## src/rtl/fft_mag_peak.sv

```systemverilog
// Squared-magnitude post-processor for natural-order FFT bins, with a
// per-frame peak search reporting the first bin holding the largest magnitude.
module fft_mag_peak #(
  parameter int unsigned N_POINTS   = 64,
  parameter int unsigned DATA_WIDTH = 16,
  parameter int unsigned SKIP_DC    = 0
) (
  input  logic                          clk,
  input  logic                          rst_n,
  input  logic                          clear,
  input  logic signed [DATA_WIDTH-1:0]  in_real,
  input  logic signed [DATA_WIDTH-1:0]  in_imag,
  input  logic                          in_valid,
  output logic [2*DATA_WIDTH-1:0]       mag_out,
  output logic [$clog2(N_POINTS)-1:0]   mag_bin,
  output logic                          mag_valid,
  output logic [$clog2(N_POINTS)-1:0]   peak_bin,
  output logic [2*DATA_WIDTH-1:0]       peak_mag,
  output logic                          peak_valid
);

  localparam int unsigned BW = $clog2(N_POINTS);
  localparam int unsigned MW = 2 * DATA_WIDTH;
  localparam logic [BW-1:0] FIRST_BIN = (SKIP_DC != 0) ? BW'(1) : '0;
  localparam logic [BW-1:0] LAST_BIN  = BW'(N_POINTS - 1);

  logic [BW-1:0]        cnt_q, cnt_d;
  logic signed [MW-1:0] re2_q, re2_d, im2_q, im2_d;
  logic [BW-1:0]        bin1_q, bin1_d;
  logic                 v1_q, v1_d;
  logic [MW-1:0]        mag_q, mag_d;
  logic [BW-1:0]        bin2_q, bin2_d;
  logic                 v2_q, v2_d;
  logic [MW-1:0]        run_mag_q, run_mag_d;
  logic [BW-1:0]        run_bin_q, run_bin_d;
  logic [MW-1:0]        peak_mag_q, peak_mag_d;
  logic [BW-1:0]        peak_bin_q, peak_bin_d;
  logic                 peak_valid_q, peak_valid_d;

  logic                 accept;
  logic signed [MW-1:0] re_ext, im_ext;
  logic                 consider, take, last;
  logic [MW-1:0]        cand_mag;
  logic [BW-1:0]        cand_bin;

  always_comb begin
    accept = in_valid && !clear;
    re_ext = {{DATA_WIDTH{in_real[DATA_WIDTH-1]}}, in_real};
    im_ext = {{DATA_WIDTH{in_imag[DATA_WIDTH-1]}}, in_imag};

    cnt_d  = cnt_q;
    if (clear)       cnt_d = '0;
    else if (accept) cnt_d = cnt_q + 1'b1;

    re2_d  = accept ? re_ext * re_ext : re2_q;
    im2_d  = accept ? im_ext * im_ext : im2_q;
    bin1_d = accept ? cnt_q : bin1_q;
    v1_d   = accept;

    mag_d  = $unsigned(re2_q) + $unsigned(im2_q);
    bin2_d = v1_q ? bin1_q : bin2_q;
    v2_d   = v1_q && !clear;

    // Tracker works on the value entering stage 2 so the peak result lands
    // on the same edge as the last bin's magnitude.
    consider = v1_q && !clear && !((SKIP_DC != 0) && (bin1_q == '0));
    take     = (bin1_q == FIRST_BIN) || (mag_d > run_mag_q);
    cand_mag = take ? mag_d  : run_mag_q;
    cand_bin = take ? bin1_q : run_bin_q;
    last     = v1_q && !clear && (bin1_q == LAST_BIN);

    run_mag_d = run_mag_q;
    run_bin_d = run_bin_q;
    if (clear) begin
      run_mag_d = '0;
      run_bin_d = '0;
    end else if (consider) begin
      run_mag_d = cand_mag;
      run_bin_d = cand_bin;
    end

    peak_mag_d   = last ? cand_mag : peak_mag_q;
    peak_bin_d   = last ? cand_bin : peak_bin_q;
    peak_valid_d = last;
  end

  always_ff @(posedge clk or negedge rst_n) begin
    if (!rst_n) begin
      cnt_q        <= '0;
      re2_q        <= '0;
      im2_q        <= '0;
      bin1_q       <= '0;
      v1_q         <= 1'b0;
      mag_q        <= '0;
      bin2_q       <= '0;
      v2_q         <= 1'b0;
      run_mag_q    <= '0;
      run_bin_q    <= '0;
      peak_mag_q   <= '0;
      peak_bin_q   <= '0;
      peak_valid_q <= 1'b0;
    end else begin
      cnt_q        <= cnt_d;
      re2_q        <= re2_d;
      im2_q        <= im2_d;
      bin1_q       <= bin1_d;
      v1_q         <= v1_d;
      if (v1_q) mag_q <= mag_d;
      bin2_q       <= bin2_d;
      v2_q         <= v2_d;
      run_mag_q    <= run_mag_d;
      run_bin_q    <= run_bin_d;
      peak_mag_q   <= peak_mag_d;
      peak_bin_q   <= peak_bin_d;
      peak_valid_q <= peak_valid_d;
    end
  end

  assign mag_out    = mag_q;
  assign mag_bin    = bin2_q;
  assign mag_valid  = v2_q;
  assign peak_bin   = peak_bin_q;
  assign peak_mag   = peak_mag_q;
  assign peak_valid = peak_valid_q;

endmodule

```

## config.mk

```make
export PLATFORM = sky130hd
export DESIGN_NAME = fft_mag_peak
export DESIGN_NICKNAME = d
export VERILOG_FILES = /design/src/rtl/fft_mag_peak.sv
export SDC_FILE = /design/constraint.sdc
export NUM_CORES = 2
export LEC_CHECK = 0
export ABC_CLOCK_PERIOD_IN_PS = 5800
export BUFFER_PORTS_ARGS = -buffer_cell sky130_fd_sc_hd__buf_2
export CAP_MARGIN = 40
export CORE_ASPECT_RATIO = 0.6
export CORE_MARGIN = 10
export CORE_UTILIZATION = 35
export DETAILED_ROUTE_END_ITERATION = 12
export MAX_ROUTING_LAYER = met4
export PLACE_DENSITY_LB_ADDON = 0.12
export SLEW_MARGIN = 20
export SYNTH_ARGS = -nofsm -noshare
export SYNTH_HDL_FRONTEND = slang
export SYNTH_SLANG_ARGS = --single-unit
```

## constraint.sdc

```tcl
create_clock -name clk -period 5.8 [get_ports clk]
set_input_delay 1.16 -clock clk [delete_from_list [all_inputs] [get_ports clk]]
set_output_delay 1.16 -clock clk [all_outputs]
set_load 0.01 [all_outputs]
```

==> results.cfg <==
[routing]
drt_pass1_iterations = 5
remaining_drc_errors = 0
wire_per_inst_um = 17.2
final_antenna_net_count = 0
route.vias.total = 21600
vias_per_cell = 4.78
drt_iter0_drc = 1209
route.final.wire_length_mm = 77.7

[logic_synthesis]
synth_nets = 3701
synth-async-reset-ratio_pct = 100
synth_register_bits = 191
synth_enable_flop_cells = 0
yosysSeqAreaShare_pct = 17.2
synth.mux.area_fraction_pct = 2.99
synth_fa_ha_area_share_pct = 44.7
syn-mean-instance-area_um2 = 9.38
netlist_instances = 2955
synth_compound_gate_area_share_pct = 9.36
synth-warning-count = 0
synthSimpleGateAreaFrac_pct = 11.6
synth_xor_xnor_area_share_pct = 3.51
synth_top_family_by_area = adder cells
synth_cell_type_count = 79
synth-main-ff-cell = dfrtp_1
post_synth_instance_area_um2 = 27700

[finish]
flow.area_growth_from_synthesis_pct = 28.1
final_cell_area_um2 = 35500
num-nets-final = 4198
share_of_post_route_cells_with_drive_strength_above_1_pct = 28.2

[worst_setup_path]
count_of_cells_along_the_worst_register_to_register_path = 20
crit-reg2reg-launch = re2_q[12]$_DFFE_PN0P_
worstSetupStartpointType = primary input
crit_path_max_fanout = 6
path_class = primary input to flop
worst_setup_path_startpoint = in_imag[15]
worstPathArrival_ps = 6430
cp_endpoint_kind = flop
critical_path_required_ps = 6120

[grt]
grt_max_degree = 72
first_global_vias = 23000
grt-ovfl-total = 0
initial_antenna_violation_count = 1
grt_pass1_wl_mm = 128
grt_use_total_pct = 17.9

[job]
cap_violations = 0

[worst_hold_path]
worst_hold_startpoint = peak_bin[1]$_DFFE_PN0P_
hold_path.class = flop to flop
min_delay_path_depth = 2

[placement]
place.port_buffers = 113
dpl-instance-area_um2 = 33100
gp_congestion = 0.871
dp.final_hpwl_mm = 66.4

[sta]
timing.final.crit_period_ps = 6110
report.final.setup_viol = 27
final.setup.tns_ps = -4260
fin_worst_skew_ps = 17.9
final_min_period_over_clock_period_pct = 105
worstMarginPinSlew_ps = 710
grt_setup_unrepaired = true
number_of_hold_violations_in_the_final_report = 0
max_freq_ghz = 0.164
final.setup.worst_slack_ps = -307
final_max_slew_viol_count = 0
relSlewSlack_pct = 52.7

[floorplanning]
floorplan.rows = 79
pin_count = 114
coreArea_um2 = 78000
design.die.area_um2 = 91200
fp.dieH_um = 238
floorplan.initialDensity_pct = 35.5
die_x_um = 383

[clock_network]
path_clk_slew_ps = 80
clkLatencyLatePin_ps = 450
cts_max_level = 4
clock_tree.buffer_depth = 2
cts_tree = built
numClockSinks = 191
clock-root-buffer = clkbuf_16
cts_inserted_buffers = 17

[run_status]
run_status = finished with violations
violations = negative setup slack
[synthesized netlist by cell type (4+ instances only)]
cell type / instances / area (µm²)
a21oi_1: 88 / 440
clkbuf_1: 84 / 315
o21ai_1: 4 / 20.0
dfrtp_1: 191 / 4780
and2_1: 86 / 538
and4_1: 4 / 35.0
nand3_1: 47 / 235
a2111oi_0: 4 / 35.0
xnor2_1: 69 / 604
nand4_1: 18 / 113
a31oi_1: 6 / 37.5
nand2b_1: 18 / 113
a21boi_0: 4 / 30.0
inv_1: 670 / 2510
nor2_1: 143 / 537
or3_1: 6 / 37.5
nor2b_1: 10 / 62.6
o21a_1: 11 / 82.6
nor3b_1: 4 / 30.0
fa_1: 468 / 9370
o21bai_1: 6 / 45.0
o311ai_1: 23 / 201
a31o_2: 12 / 105
or2_2: 6 / 37.5
a211oi_1: 12 / 90.1
nand3b_1: 4 / 30.0
mux2_2: 38 / 428
mux2i_1: 40 / 400
and3_1: 14 / 87.6
buf_6: 6 / 67.6
nor3_1: 19 / 95.1
xor2_1: 42 / 368
o21ai_0: 102 / 510
ha_1: 242 / 3030
buf_1: 5 / 18.8
nand2_1: 323 / 1210
a221oi_1: 5 / 43.8
o31ai_1: 8 / 60.1
o211ai_1: 17 / 128
a21o_1: 43 / 323
[area by class of cell]
| class | count | area (µm²) |
|---|---|---|
| fill | 7494 | 42500 |
| multi-input combinational | 1994 | 21500 |
| sequential | 191 | 4780 |
| timing repair buffer | 575 | 4750 |
| inverter | 673 | 2550 |
| tap | 1053 | 1320 |
| clock buffer | 18 | 439 |
| clock inverter | 14 | 185 |
| antenna | 1 | 2.50 |
[worst paths after layout]
check	slack (ps)	to
setup / recovery	-310	im2_q[28]$_DFFE_PN0P_
hold / removal	470	peak_bin[1]$_DFFE_PN0P_
setup reg to reg	450	peak_mag[24]$_DFFE_PN0P_
hold reg to reg	470	peak_bin[1]$_DFFE_PN0P_
max in group asynchronous	3990	re2_q[30]$_DFFE_PN0P_
min in group asynchronous	650	mag_bin[1]$_DFFE_PN0P_
[through the flow]
step                utilization [%]  worst slack (ps)  hold slack (ps)  cells
CTS                            44.8              -325              472   4501
detailed placement             42.4             -1010              452   4430
global placement               42.3             -1010              460   4427
finish                         45.5              -307              471   4519
global route                   45.5              -463              482   4519
floorplan                         -              -532              448   2955
[flip-flops by register name, summed over array words and instances, names as in the netlist]
signal and flops:
mag_out 32, peak_mag 32, run_mag_q 32, im2_q 31, re2_q 31, bin1_q 6, cnt_q 6, mag_bin 6
peak_bin 6, run_bin_q 6, mag_valid 1, peak_valid 1, v1_q 1
[worst max-delay path, cell delays in order]
cell and delay (ps):
buf_6 110, clkinvlp_4 60, buf_6 140, nor2_4 50, fa_2 650, fa_2 490
buf_6 150, buf_4 150, fa_1 510, fa_1 570, fa_1 430, fa_1 550
ha_4 220, nand2_2 90, nor2_4 60, buf_4 140, a221o_1 420, a31oi_1 220
xor2_1 180, o21ai_1 70
[metal layers]
metal,up-vias,global-route usage (%),share of wire [%]
li1,10200,-,-
met1,10900,27.6,53
met2,402,24.7,41
met3,38,3.01,5.6
met4,0,2.20,0.82
met5,-,-,0
[kinds of logic after synthesis]
logic type	after synthesis
multiplexers	78
buffers and inverters	770
adder cells (fa/ha/maj)	710
AND/OR/NAND/NOR	709
XOR/XNOR	111
flip-flops	191
AO/OA/AOI/OAI	386
[repair_timing]
item | 4_1_cts | 5_1_grt
hold buffers | 0 | 0
resized for setup | 241 | 132
setup buffers | 40 | 19
endpoints found under the setup margin | 39 | 43
cloned | 1 | 0
pin swaps | 141 | 158
[cells in the final DEF (no fill, tap or decap), types with 10 or more instances in the layout]
| cell | n |
|---|---|
| mux2i_1 | 39 |
| nor2b_1 | 10 |
| nand2b_1 | 14 |
| fa_1 | 438 |
| nor2_4 | 11 |
| o21a_1 | 11 |
| o211ai_1 | 17 |
| ha_1 | 199 |
| mux2_2 | 38 |
| buf_2 | 82 |
| nand2_2 | 31 |
| inv_2 | 49 |
| nand2_1 | 288 |
| o21ai_1 | 28 |
| and2_1 | 59 |
| nand4_1 | 18 |
| xnor2_1 | 60 |
| buf_8 | 17 |
| buf_12 | 20 |
| ha_4 | 41 |
| nand3_1 | 45 |
| a31o_2 | 12 |
| nor2_1 | 124 |
| and2_4 | 27 |
| nor3_1 | 15 |
| fa_2 | 30 |
| xor2_1 | 41 |
| o21ai_0 | 67 |
| clkbuf_16 | 17 |
| a21o_1 | 43 |
| inv_1 | 615 |
| a21oi_2 | 25 |
| a21oi_1 | 62 |
| buf_4 | 407 |
| dfrtp_1 | 190 |
| buf_6 | 44 |
| o311ai_1 | 23 |
Power is not shown: default switching activity piles up to over one toggle a cycle in this logic, so the estimate is an artifact.
